**src/rtl/debounce_pkg.sv**
```systemverilog
// Shared types, default constants and sizing helpers for the debounce bank.
// Optional feature macro used by the design: DEBOUNCE_AUTOREPEAT_EN.
package debounce_pkg;

  // Per-channel hold-to-repeat state.
  typedef enum logic [1:0] {
    RPT_IDLE   = 2'd0,
    RPT_DELAY  = 2'd1,
    RPT_REPEAT = 2'd2
  } rpt_state_e;

  // Defaults sized for a 100 MHz clock.
  localparam int unsigned DEF_STABLE_CYCLES = 100000;    // 1 ms
  localparam int unsigned DEF_REPEAT_DELAY  = 50000000;  // 500 ms
  localparam int unsigned DEF_REPEAT_PERIOD = 10000000;  // 100 ms

  // Bits needed to hold any value in 0..max_count (never less than 1).
  function automatic int unsigned cnt_width(input int unsigned max_count);
    return (max_count < 1) ? 1 : $clog2(max_count + 1);
  endfunction

  // Larger of two unsigned values, for sizing shared timers.
  function automatic int unsigned max_u(input int unsigned a, input int unsigned b);
    return (a > b) ? a : b;
  endfunction

endpackage

```
**src/rtl/debounce_chan.sv**
```systemverilog
// One pushbutton channel: synchroniser, stability filter, registered edge
// pulses and, when DEBOUNCE_AUTOREPEAT_EN is defined, a hold-to-repeat FSM.
// Without the macro no repeat logic is built and rpt is constant 0.
module debounce_chan
  import debounce_pkg::*;
#(
  parameter int unsigned SYNC_STAGES   = 2,
  parameter int unsigned STABLE_CYCLES = DEF_STABLE_CYCLES
`ifdef DEBOUNCE_AUTOREPEAT_EN
  ,
  parameter int unsigned REPEAT_DELAY  = DEF_REPEAT_DELAY,
  parameter int unsigned REPEAT_PERIOD = DEF_REPEAT_PERIOD
`endif
) (
  input  logic clk,
  input  logic rst,
  input  logic inp,
  output logic outp,
  output logic rise,
  output logic fall,
  output logic rpt
);

  localparam int unsigned CNT_W = cnt_width(STABLE_CYCLES);
  localparam logic [CNT_W-1:0] CNT_LAST = CNT_W'(STABLE_CYCLES - 1);

  // --------------------------------------------------------------------------
  // Synchroniser
  // --------------------------------------------------------------------------
  logic [SYNC_STAGES-1:0] sync_q, sync_d;
  logic                   s;

  // Shift the raw level into the flop chain; the last stage is the safe copy.
  always_comb begin
    sync_d = {sync_q[SYNC_STAGES-2:0], inp};
  end

  assign s = sync_q[SYNC_STAGES-1];

  // Synchroniser register.
  always_ff @(posedge clk) begin
    // NOTE: the chain is reset too, so a button held through reset has to
    // requalify from scratch instead of being accepted from stale samples.
    if (rst) begin
      sync_q <= '0;
    end else begin
      // NOTE: non-blocking so every stage samples its predecessor's old value.
      sync_q <= sync_d;
    end
  end

  // --------------------------------------------------------------------------
  // Stability filter and edge pulses
  // --------------------------------------------------------------------------
  logic [CNT_W-1:0] cnt_q, cnt_d;
  logic             outp_q, outp_d;
  logic             rise_q, rise_d;
  logic             fall_q, fall_d;

  // Count consecutive cycles where s disagrees with outp; accept on the last.
  always_comb begin
    // NOTE: every output gets a default first so no path leaves a latch.
    outp_d = outp_q;
    cnt_d  = '0;
    rise_d = 1'b0;
    fall_d = 1'b0;
    if (s != outp_q) begin
      if (cnt_q == CNT_LAST) begin
        outp_d = s;
        rise_d = s;
        fall_d = ~s;
      end else begin
        cnt_d = cnt_q + CNT_W'(1);
      end
    end
  end

  // Filter and edge-pulse registers.
  always_ff @(posedge clk) begin
    if (rst) begin
      cnt_q  <= '0;
      outp_q <= 1'b0;
      rise_q <= 1'b0;
      fall_q <= 1'b0;
    end else begin
      cnt_q  <= cnt_d;
      outp_q <= outp_d;
      rise_q <= rise_d;
      fall_q <= fall_d;
    end
  end

  assign outp = outp_q;
  assign rise = rise_q;
  assign fall = fall_q;

`ifdef DEBOUNCE_AUTOREPEAT_EN
  // --------------------------------------------------------------------------
  // Hold-to-repeat FSM
  // --------------------------------------------------------------------------
  localparam int unsigned TMR_W = cnt_width(max_u(REPEAT_DELAY, REPEAT_PERIOD));
  localparam logic [TMR_W-1:0] DLY_LAST = TMR_W'(REPEAT_DELAY - 1);
  localparam logic [TMR_W-1:0] PER_LAST = TMR_W'(REPEAT_PERIOD - 1);

  rpt_state_e       state_q, state_d;
  logic [TMR_W-1:0] tmr_q, tmr_d;
  logic             rpt_q, rpt_d;

  // Next state and repeat pulse. The FSM keys off the acceptance event and the
  // next outp value, so the first pulse lands exactly REPEAT_DELAY cycles after
  // rise and a release accepted on a firing cycle suppresses that pulse.
  always_comb begin
    state_d = state_q;
    tmr_d   = tmr_q;
    rpt_d   = 1'b0;
    if (!outp_d) begin
      state_d = RPT_IDLE;
      tmr_d   = '0;
    end else begin
      case (state_q)
        RPT_IDLE: begin
          if (rise_d) begin
            state_d = RPT_DELAY;
            tmr_d   = '0;
          end
        end
        RPT_DELAY: begin
          if (tmr_q == DLY_LAST) begin
            rpt_d   = 1'b1;
            state_d = RPT_REPEAT;
            tmr_d   = '0;
          end else begin
            tmr_d = tmr_q + TMR_W'(1);
          end
        end
        RPT_REPEAT: begin
          if (tmr_q == PER_LAST) begin
            rpt_d = 1'b1;
            tmr_d = '0;
          end else begin
            tmr_d = tmr_q + TMR_W'(1);
          end
        end
        default: begin
          state_d = RPT_IDLE;
          tmr_d   = '0;
        end
      endcase
    end
  end

  // Repeat FSM state, timer and pulse registers.
  always_ff @(posedge clk) begin
    if (rst) begin
      state_q <= RPT_IDLE;
      tmr_q   <= '0;
      rpt_q   <= 1'b0;
    end else begin
      state_q <= state_d;
      tmr_q   <= tmr_d;
      rpt_q   <= rpt_d;
    end
  end

  assign rpt = rpt_q;
`else
  assign rpt = 1'b0;
`endif

endmodule

```
**src/rtl/debounce_bank.sv**
```systemverilog
// Multi-channel pushbutton conditioner: NCH independent debounce channels,
// each giving a clean level plus one-cycle rise/fall pulses.
// Optional feature macro: DEBOUNCE_AUTOREPEAT_EN enables hold-to-repeat
// pulses on rpt; without it rpt is constant 0 and REPEAT_* are ignored.
module debounce_bank
  import debounce_pkg::*;
#(
  parameter int unsigned NCH           = 4,
  parameter int unsigned SYNC_STAGES   = 2,
  parameter int unsigned STABLE_CYCLES = DEF_STABLE_CYCLES,
  parameter int unsigned REPEAT_DELAY  = DEF_REPEAT_DELAY,
  parameter int unsigned REPEAT_PERIOD = DEF_REPEAT_PERIOD
) (
  input  logic           clk,
  input  logic           rst,
  input  logic [NCH-1:0] inp,
  output logic [NCH-1:0] outp,
  output logic [NCH-1:0] rise,
  output logic [NCH-1:0] fall,
  output logic [NCH-1:0] rpt
);

  // One fully independent channel per button.
  for (genvar i = 0; i < NCH; i++) begin : g_chan
    debounce_chan #(
      .SYNC_STAGES   (SYNC_STAGES),
      .STABLE_CYCLES (STABLE_CYCLES)
`ifdef DEBOUNCE_AUTOREPEAT_EN
      ,
      .REPEAT_DELAY  (REPEAT_DELAY),
      .REPEAT_PERIOD (REPEAT_PERIOD)
`endif
    ) u_chan (
      .clk  (clk),
      .rst  (rst),
      .inp  (inp[i]),
      .outp (outp[i]),
      .rise (rise[i]),
      .fall (fall[i]),
      .rpt  (rpt[i])
    );
  end

endmodule

```
**config.mk**
```make
export PLATFORM = sky130hd
export DESIGN_NAME = debounce_bank
export DESIGN_NICKNAME = d
export VERILOG_FILES = /design/src/rtl/debounce_pkg.sv /design/src/rtl/debounce_chan.sv /design/src/rtl/debounce_bank.sv
export SDC_FILE = /design/constraint.sdc
export NUM_CORES = 1
export LEC_CHECK = 0
export ABC_AREA = 1
export BUFFER_PORTS_ARGS = -buffer_cell sky130_fd_sc_hd__buf_2
export CAP_MARGIN = 20
export CORE_MARGIN = 8
export CORE_UTILIZATION = 40
export CTS_BUF_LIST = sky130_fd_sc_hd__clkbuf_16
export DETAILED_ROUTE_END_ITERATION = 7
export PLACE_DENSITY_LB_ADDON = 0.05
export SLEW_MARGIN = 20
export SYNTH_ARGS = -nofsm -noshare
export SYNTH_HDL_FRONTEND = slang
export SYNTH_SLANG_ARGS = --single-unit
```
**constraint.sdc**
```tcl
create_clock -name clk -period 1.6 [get_ports clk]
set_input_delay 0.24 -clock clk [delete_from_list [all_inputs] [get_ports clk]]
set_output_delay 0.24 -clock clk [all_outputs]
set_load 0.1 [all_outputs]
```
==> results.md, run 1 <==
* Layout area overhead at 10.0%
* Reg2Reg Depth at 8
* WL met1 at about 4200 µm
* Drc violations at 0
* Largest net degree at the start of global routing at 18
* Post-synth EDFFs at 0
* Setup violations, final at 0
* LEAKAGE at roughly 1.7 nW
* Global Route Usage Sum at between 10 and 15%
* First-pass GRT wire length at approximately 14000 µm
* Critical path class: flop to flop
* Finished Layout Cells at 761
* Dominant synthesized flop cell: dfxtp_1
* CP endpoint kind: flop
* Cell Pwr Density at just over 900 mW/mm²
* Die W at roughly 120 µm
* Uppermost layer routed: met4
* RSZ-0062 raised after global routing: no
* Core area at between 0.01 and 0.015 mm²
* Final Core Density at 44.4%
* Initial Util at just over 40%
* Async set or reset register ratio after synthesis at 0%
* Max Cap Viol at 0
* R2r setup slk at ~0.18 ns
* Fmax at about 0.7 GHz
* Data arrival time of the worst path at roughly 1.7 ns
* R2r endpoint: g_chan[3].u_chan.cnt_q[11]$_SDFF_PP0_
* Startpoint types: flop
* Outcome: complete, no violations
* DR pass1 iterations at 4
* IO Pins at 22
* Cell taking the most area after synthesis: dfxtp_1
* Vias in the first global route at around 3300
* TritonCTS buffer count at 9
* Grt ovf at 0
* HP Start: inp[3]
* Clock Sinks at a little under 90
* Avg Vias per Cell at between 4 and 5
* DRT iter0 DRCs at roughly 150
* Met2 routed WL at 3670 µm
* Root Buffer: clkbuf_16
* Period utilization at about nine tenths
* Placed Instances at between 700 and 800
* # port buffers at 17
* Total number of vias at 3400
* Synth unique cells at 34
* Hold Path Depth at 3
* Worst-Skew Late Latency at about 0.33 ns
* Area contributors post-synth: dfxtp_1, nand2_1, nor2_1
* Synthesized area at between 0.004 and 0.005 mm²
* Antenna fix cells at 0
* Mapped Avg Cell Area at ~7.2 µm²
* WL met3 at about 210 µm
* Final HPWL DP at around 6100 µm
* Reg clk slew, reported paths at 0.06 ns
* H-tree depth at 3
* Synth Instances at ~600
* Core Rows at 38
* Hold Path End: g_chan[3].u_chan.sync_q[0]$_SDFF_PP0_
* VDD IR-drop max at ~460 µV
* Clock Path Buffers at 2
* Die ar. at 0.0144 mm²
* Clock skew at roughly 0.0044 ns
* Crit path max fanout at 17
* Most common cell in the netlist: nand2_1
* Number of nets in the layout at 626
* Worst path required time at 1.82 ns
* Routed Wire Length at 8230 µm
* Routability-driven placement congestion ratio at about 0.76
* Yosys warning total at 0
* Yosys reg bits at 88
* Worst hold path type: input pin to flop
* Post-route ant nets at 0
* Yosys top cell area share at 40.8%
* Layout cells sized above 1 at between 10% and 20%
* Slew Viols, Final at 0
* Setup TNS Final at 0 ns
* Die height at about 120 µm
* Final Hold Fails at 0
* Initial antenna violation count at 0
* TritonCTS clock tree: done
* Sequential area share after synthesis at around 41%
* Commonest cells post-synth: nand2_1, nor2_1, dfxtp_1
* FF-to-FF Start: g_chan[3].u_chan.cnt_q[0]$_SDFF_PP0_
* Final min period at 1.42 ns
* Wirelength per Cell at ~11 µm
-- cell usage in the layout (no fill, tap or decap), types with 5 or more instances in the layout --
cell,synthesis,final
nand4_1,14,14
nand2_1,127,127
xnor2_1,12,12
nor3_1,7,7
nor2_2,15,15
inv_1,77,77
dfxtp_1,88,88
xor2_1,20,20
nand3_1,38,38
a21oi_1,28,28
nand3_2,5,5
clkinv_2,0,5
buf_2,1,17
clkbuf_16,0,9
inv_2,6,6
nor2_1,110,110
o21ai_0,5,5
-- how the worst max path moves through the flow --
stage                     slack [ns]  depth (start not counted)                            startpoint                                    end
after floorplan                 0.19                          7  g_chan[2].u_chan.cnt_q[0]$_SDFF_PP0_  g_chan[2].u_chan.cnt_q[12]$_SDFF_PP0_
after global placement          0.13                          6  g_chan[1].u_chan.cnt_q[0]$_SDFF_PP0_  g_chan[1].u_chan.cnt_q[12]$_SDFF_PP0_
after detailed placement        0.09                          6  g_chan[0].u_chan.cnt_q[0]$_SDFF_PP0_  g_chan[0].u_chan.cnt_q[11]$_SDFF_PP0_
after CTS                       0.08                          6  g_chan[0].u_chan.cnt_q[0]$_SDFF_PP0_  g_chan[0].u_chan.cnt_q[11]$_SDFF_PP0_
after global routing            0.01                          7  g_chan[2].u_chan.cnt_q[1]$_SDFF_PP0_  g_chan[2].u_chan.cnt_q[12]$_SDFF_PP0_
final                           0.18                          8  g_chan[3].u_chan.cnt_q[0]$_SDFF_PP0_  g_chan[3].u_chan.cnt_q[11]$_SDFF_PP0_
-- cell families (layout without fill, tap and decap cells) --
logic type               Yosys count  in the layout  synth area share [%]
AO/OA/AOI/OAI                     37             37                  4.99
XOR/XNOR                          32             32                  6.50
adder cells (fa/ha/maj)            4              4                  1.16
buffers and inverters            106            121                  11.6
flip-flops                        88             88                  40.8
other                              1              4                0.0869
AND/OR/NAND/NOR                  335            335                  34.8
-- flip-flops by register name, indices dropped and copies added, names as in the netlist --
signal / count
g_chan.u_chan.cnt_q: 68
g_chan.u_chan.fall: 4
g_chan.u_chan.outp: 4
g_chan.u_chan.rise: 4
g_chan.u_chan.sync_q: 8
-- stage by stage --
stage / setup WS (ns) / power [mW] / hold WS [ns] / cell area, µm²
4_1_cts: 0.0788 / 4.44 / 0.115 / 4720
3_5_place_dp: 0.0856 / 2.36 / 0.394 / 4430
6_report: 0.176 / 4.38 / 0.118 / 4750
2_1_floorplan: 0.190 / 2.35 / 0.347 / 4320
5_1_grt: 0.0148 / 4.55 / 0.165 / 4750
3_3_place_gp: 0.133 / 2.36 / 0.392 / 4430
-- layer usage --
layer	up-vias	GRT usage [%]
li1	1868	-
met1	1496	15.5
met2	25	19.1
met3	11	2.54
met4	0	6.09
met5	-	0
-- worst max-delay path, stage by stage, from the launching register on --
cell	delay, ns
dfxtp_1	0.35
ha_1	0.18
nand2_1	0.10
inv_2	0.06
nand2_2	0.08
nor2_4	0.13
nand3_2	0.13
nand2_4	0.20
nor2_1	0.07
-- repair_timing --
item / in CTS / in global routing
setup buffers: 0 / 1
resized for setup: 0 / 1
hold buffers: 0 / 0
endpoints found under the setup margin: 0 / 29
-- report_power, final --
part	switching (mW)	total, mW	internal (mW)
sequential	0.00708	2.21	2.20
clock	0.874	2.07	1.20
combinational	0.0803	0.103	0.0224
total	0.961	4.38	3.42
-- cell type report --
| class | count | area, µm² |
|---|---|---|
| Tap cell | 140 | 175 |
| Multi-Input combinational cell | 412 | 2070 |
| Clock inverter | 7 | 62.6 |
| Timing Repair Buffer | 20 | 133 |
| Clock buffer | 9 | 225 |
| Fill cell | 1118 | 5950 |
| Inverter | 85 | 322 |
| Sequential cell | 88 | 1760 |
No activity file was read; power rests on OpenSTA's default activity.
==> run 2: changes to the inputs <==
==> constraint.sdc (replaced) <==
create_clock -name clk -period 1.3 [get_ports clk]
set_input_delay 0.195 -clock clk [delete_from_list [all_inputs] [get_ports clk]]
set_output_delay 0.195 -clock clk [all_outputs]
set_load 0.1 [all_outputs]
==> run 2 against run 1 <==
The run now ends with negative setup slack left. Final area is 20% higher. Power is 33% higher. Clock-buffer cell count stayed put. Critical path type unchanged. Largest cell class unchanged.
==> results.md, run 2 (synthesis results as in run 1) <==
* Period utilization at 104% (was 89.0%)
* Net Sw Frac at 20.9% (was 21.9%)
* Die ar. at 0.0144 mm² (unchanged)
* CP max stage cell: dfxtp_2 (was dfxtp_1)
* DRT iter0 DRCs at 195 (was 151)
* Data arrival time of the worst path at 1.58 ns (was 1.65 ns)
* Worst-Skew Late Latency at 0.34 ns (was 0.33 ns)
* CP endpoint kind: flop (unchanged)
* DR pass1 iterations at 6 (was 4)
* Power Internal at 4.62 mW (was 3.42 mW)
* R2r endpoint: g_chan[1].u_chan.cnt_q[7]$_SDFF_PP0_ (was g_chan[3].u_chan.cnt_q[11]$_SDFF_PP0_)
* Fmax at 0.740 GHz (was 0.702 GHz)
* Critical Path, Cell by Cell: ha_4 > nand3_4 > inv_4 > nand3_4 > o21ai_4 > clkbuf_16 > nor2_1 (was ha_1 > nand2_1 > inv_2 > nand2_2 > nor2_4 > nand3_2 > nand2_4 > nor2_1)
* Grt ovf at 0 (unchanged)
* Reg power frac at 46.6% (was 50.4%)
* Final HPWL DP at 6710 µm (was 6130 µm)
* Layout area overhead at 31.7% (was 10.0%)
* Most frequent cells in the layout: nand2_1, nor2_1, dfxtp_1 (unchanged)
* H-tree depth at 3 (unchanged)
* Core Rows at 38 (unchanged)
* Hold Path End: g_chan[3].u_chan.sync_q[0]$_SDFF_PP0_ (unchanged)
* Outcome: complete, but fails checks (was complete, no violations)
* Initial antenna violation count at 0 (unchanged)
* Fillcell total at 1057 (was 1118)
* Root Buffer: clkbuf_16 (unchanged)
* Clock Sinks at 88 (unchanged)
* TritonCTS buffer count at 9 (unchanged)
* Avg Vias per Cell at 4.60 (was 4.47)
* Hold Buf Count CTS at 0 (unchanged)
* # port buffers at 17 (unchanged)
* Reg2Reg Depth at 7 (was 8)
* Largest net degree at the start of global routing at 18 (unchanged)
* First-pass GRT wire length at 15400 µm (was 14400 µm)
* Layout cells sized above 1 at 29.3% (was 12.9%)
* Most frequent CP cell: nand3_4
* VDD IR-drop max at 669 µV (was 460 µV)
* Clock skew at 0.00362 ns (was 0.00443 ns)
* Worst path required time at 1.53 ns (was 1.82 ns)
* Commonest non-fill, non-tap cell in the layout: nand2_1 (unchanged)
* Final Hold Fails at 0 (unchanged)
* Cell Pwr Density at 1030 mW/mm² (was 923 mW/mm²)
* Initial Util at 40.3% (unchanged)
* Post-route ant nets at 0 (unchanged)
* Global Route Usage Sum at 13.1% (was 12.2%)
* Combinational power share at 2.7% (was 2.3%)
* Number of nets in the layout at 681 (was 626)
* Critical path class: flop to flop (unchanged)
* Setup violations, final at 21 (was 0)
* RSZ-0062 raised after global routing: yes (was no)
* Startpoint types: flop (unchanged)
* Clock Power Share at 50.7% (was 47.2%)
* Max Cap Viol at 0 (unchanged)
* HP Start: inp[3] (unchanged)
* IO Pins at 22 (unchanged)
* Core area at 0.0107 mm² (unchanged)
* Biggest regs: g_chan.u_chan.cnt_q x68, g_chan.u_chan.sync_q x8 (unchanged)
* Slowest Stage Delay on Critical Path at 0.36 ns (was 0.35 ns)
* Routed Wire Length at 9640 µm (was 8230 µm)
* Slew Viols, Final at 0 (unchanged)
* Tot Pwr at 5.84 mW (was 4.38 mW)
* Post-route setup slack at -0.0506 ns (was 0.176 ns)
* Hold Path Depth at 3 (unchanged)
* Die height at 120 µm (unchanged)
* Worst hold path type: input pin to flop (unchanged)
* Clock Path Buffers at 2 (unchanged)
* Wirelength per Cell at 11.8 µm (was 10.8 µm)
* Net Sw Power at 1.22 mW (was 0.961 mW)
* FF-to-FF Start: g_chan[1].u_chan.cnt_q[1]$_SDFF_PP0_ (was g_chan[3].u_chan.cnt_q[0]$_SDFF_PP0_)
* Drc violations at 0 (unchanged)
* Dpl ws at -0.0391 ns (was 0.0856 ns)
* R2r setup slk at -0.05 ns (was 0.18 ns)
* Die W at 120 µm (unchanged)
* Reg clk slew, reported paths at 0.06 ns (about the same)
* Crit path max fanout at 7 (was 17)
* Routability-driven placement congestion ratio at 0.785 (was 0.758)
* Failing checks: negative setup slack
* Vias in the first global route at 3503 (was 3259)
* Final min period at 1.35 ns (was 1.42 ns)
* Largest reg by FF count: g_chan.u_chan.cnt_q (unchanged)
* LEAKAGE at 2.10 nW (was 1.67 nW)
* Max FFs per register at 68 (unchanged)
* Total number of vias at 3757 (was 3400)
* CP top delay family: flip-flops (was simple AND/OR/NAND/NOR gates)
* WP buf/inv at 2 (was 1)
* Antenna fix cells at 0 (unchanged)
* TritonCTS clock tree: done (unchanged)
## run 2: worst min-delay path, stage by stage
cell	delay, ns
buf_2	0.11
inv_1	0.04
nor2_1	0.03
## run 2: area by class of cell
class	count	area (µm²)	share of cell area, %
repair buffers	73	668	11.8
clock inverters	7	109	1.92
flip-flops and latches	88	1790	31.5
well taps	140	175	3.08
inverters	85	324	5.70
multi-input cells	414	2390	42.1
clock buffers	9	225	3.96
## run 2: worst max path at each step
stage,end,slack [ns],from,cells past startpoint
floorplan,g_chan[2].u_chan.cnt_q[12]$_SDFF_PP0_,-0.03,g_chan[2].u_chan.cnt_q[0]$_SDFF_PP0_,7
global placement,g_chan[2].u_chan.cnt_q[12]$_SDFF_PP0_,-0.003,g_chan[2].u_chan.cnt_q[1]$_SDFF_PP0_,7
detailed placement,g_chan[0].u_chan.cnt_q[16]$_SDFF_PP0_,-0.04,g_chan[0].u_chan.cnt_q[0]$_SDFF_PP0_,8
global route,g_chan[1].u_chan.cnt_q[7]$_SDFF_PP0_,-0.12,g_chan[1].u_chan.cnt_q[0]$_SDFF_PP0_,7
finish,g_chan[1].u_chan.cnt_q[7]$_SDFF_PP0_,-0.05,g_chan[1].u_chan.cnt_q[1]$_SDFF_PP0_,7
CTS,g_chan[0].u_chan.cnt_q[16]$_SDFF_PP0_,-0.008,g_chan[0].u_chan.cnt_q[0]$_SDFF_PP0_,8
## run 2: what timing repair did
item	4_1_cts	5_1_grt
setup buffers	0	3
setup endpoints to repair	44	77
pin swaps	4	9
gates cloned	0	4
resized for setup	7	79
## run 2: routing by layer
| metal | global-route usage (%) | vias up | share of wire (%) |
|---|---|---|---|
| li1 | - | 1977 | - |
| met1 | 15.5 | 1723 | 47 |
| met2 | 21.7 | 42 | 48 |
| met3 | 3.05 | 15 | 3.1 |
| met4 | 7.18 | 0 | 2.1 |
| met5 | 0 | - | 0 |
## run 2: power by group through the flow
stage / registers, mW / logic, mW / clock network, mW
global route: 2.72 / 0.173 / 3.14
finish: 2.72 / 0.158 / 2.96
floorplan: 2.78 / 0.114 / 0
global placement: 2.78 / 0.140 / 0
CTS: 2.72 / 0.141 / 3.04
detailed placement: 2.78 / 0.141 / 0
## run 2: through the flow
stage | util (%) | area (µm²) | hold slack (ns) | std cells | TNS [ns]
after floorplan | - | 4390 | 0.302 | 606 | -0.280
after global placement | 46.3 | 4950 | 0.393 | 793 | -0.00471
after detailed placement | 46.3 | 4950 | 0.393 | 793 | -0.327
after CTS | 49.6 | 5300 | 0.0602 | 809 | -0.00839
after global routing | 53.1 | 5680 | 0.0715 | 816 | -3.90
final | 53.1 | 5680 | 0.0683 | 816 | -0.439
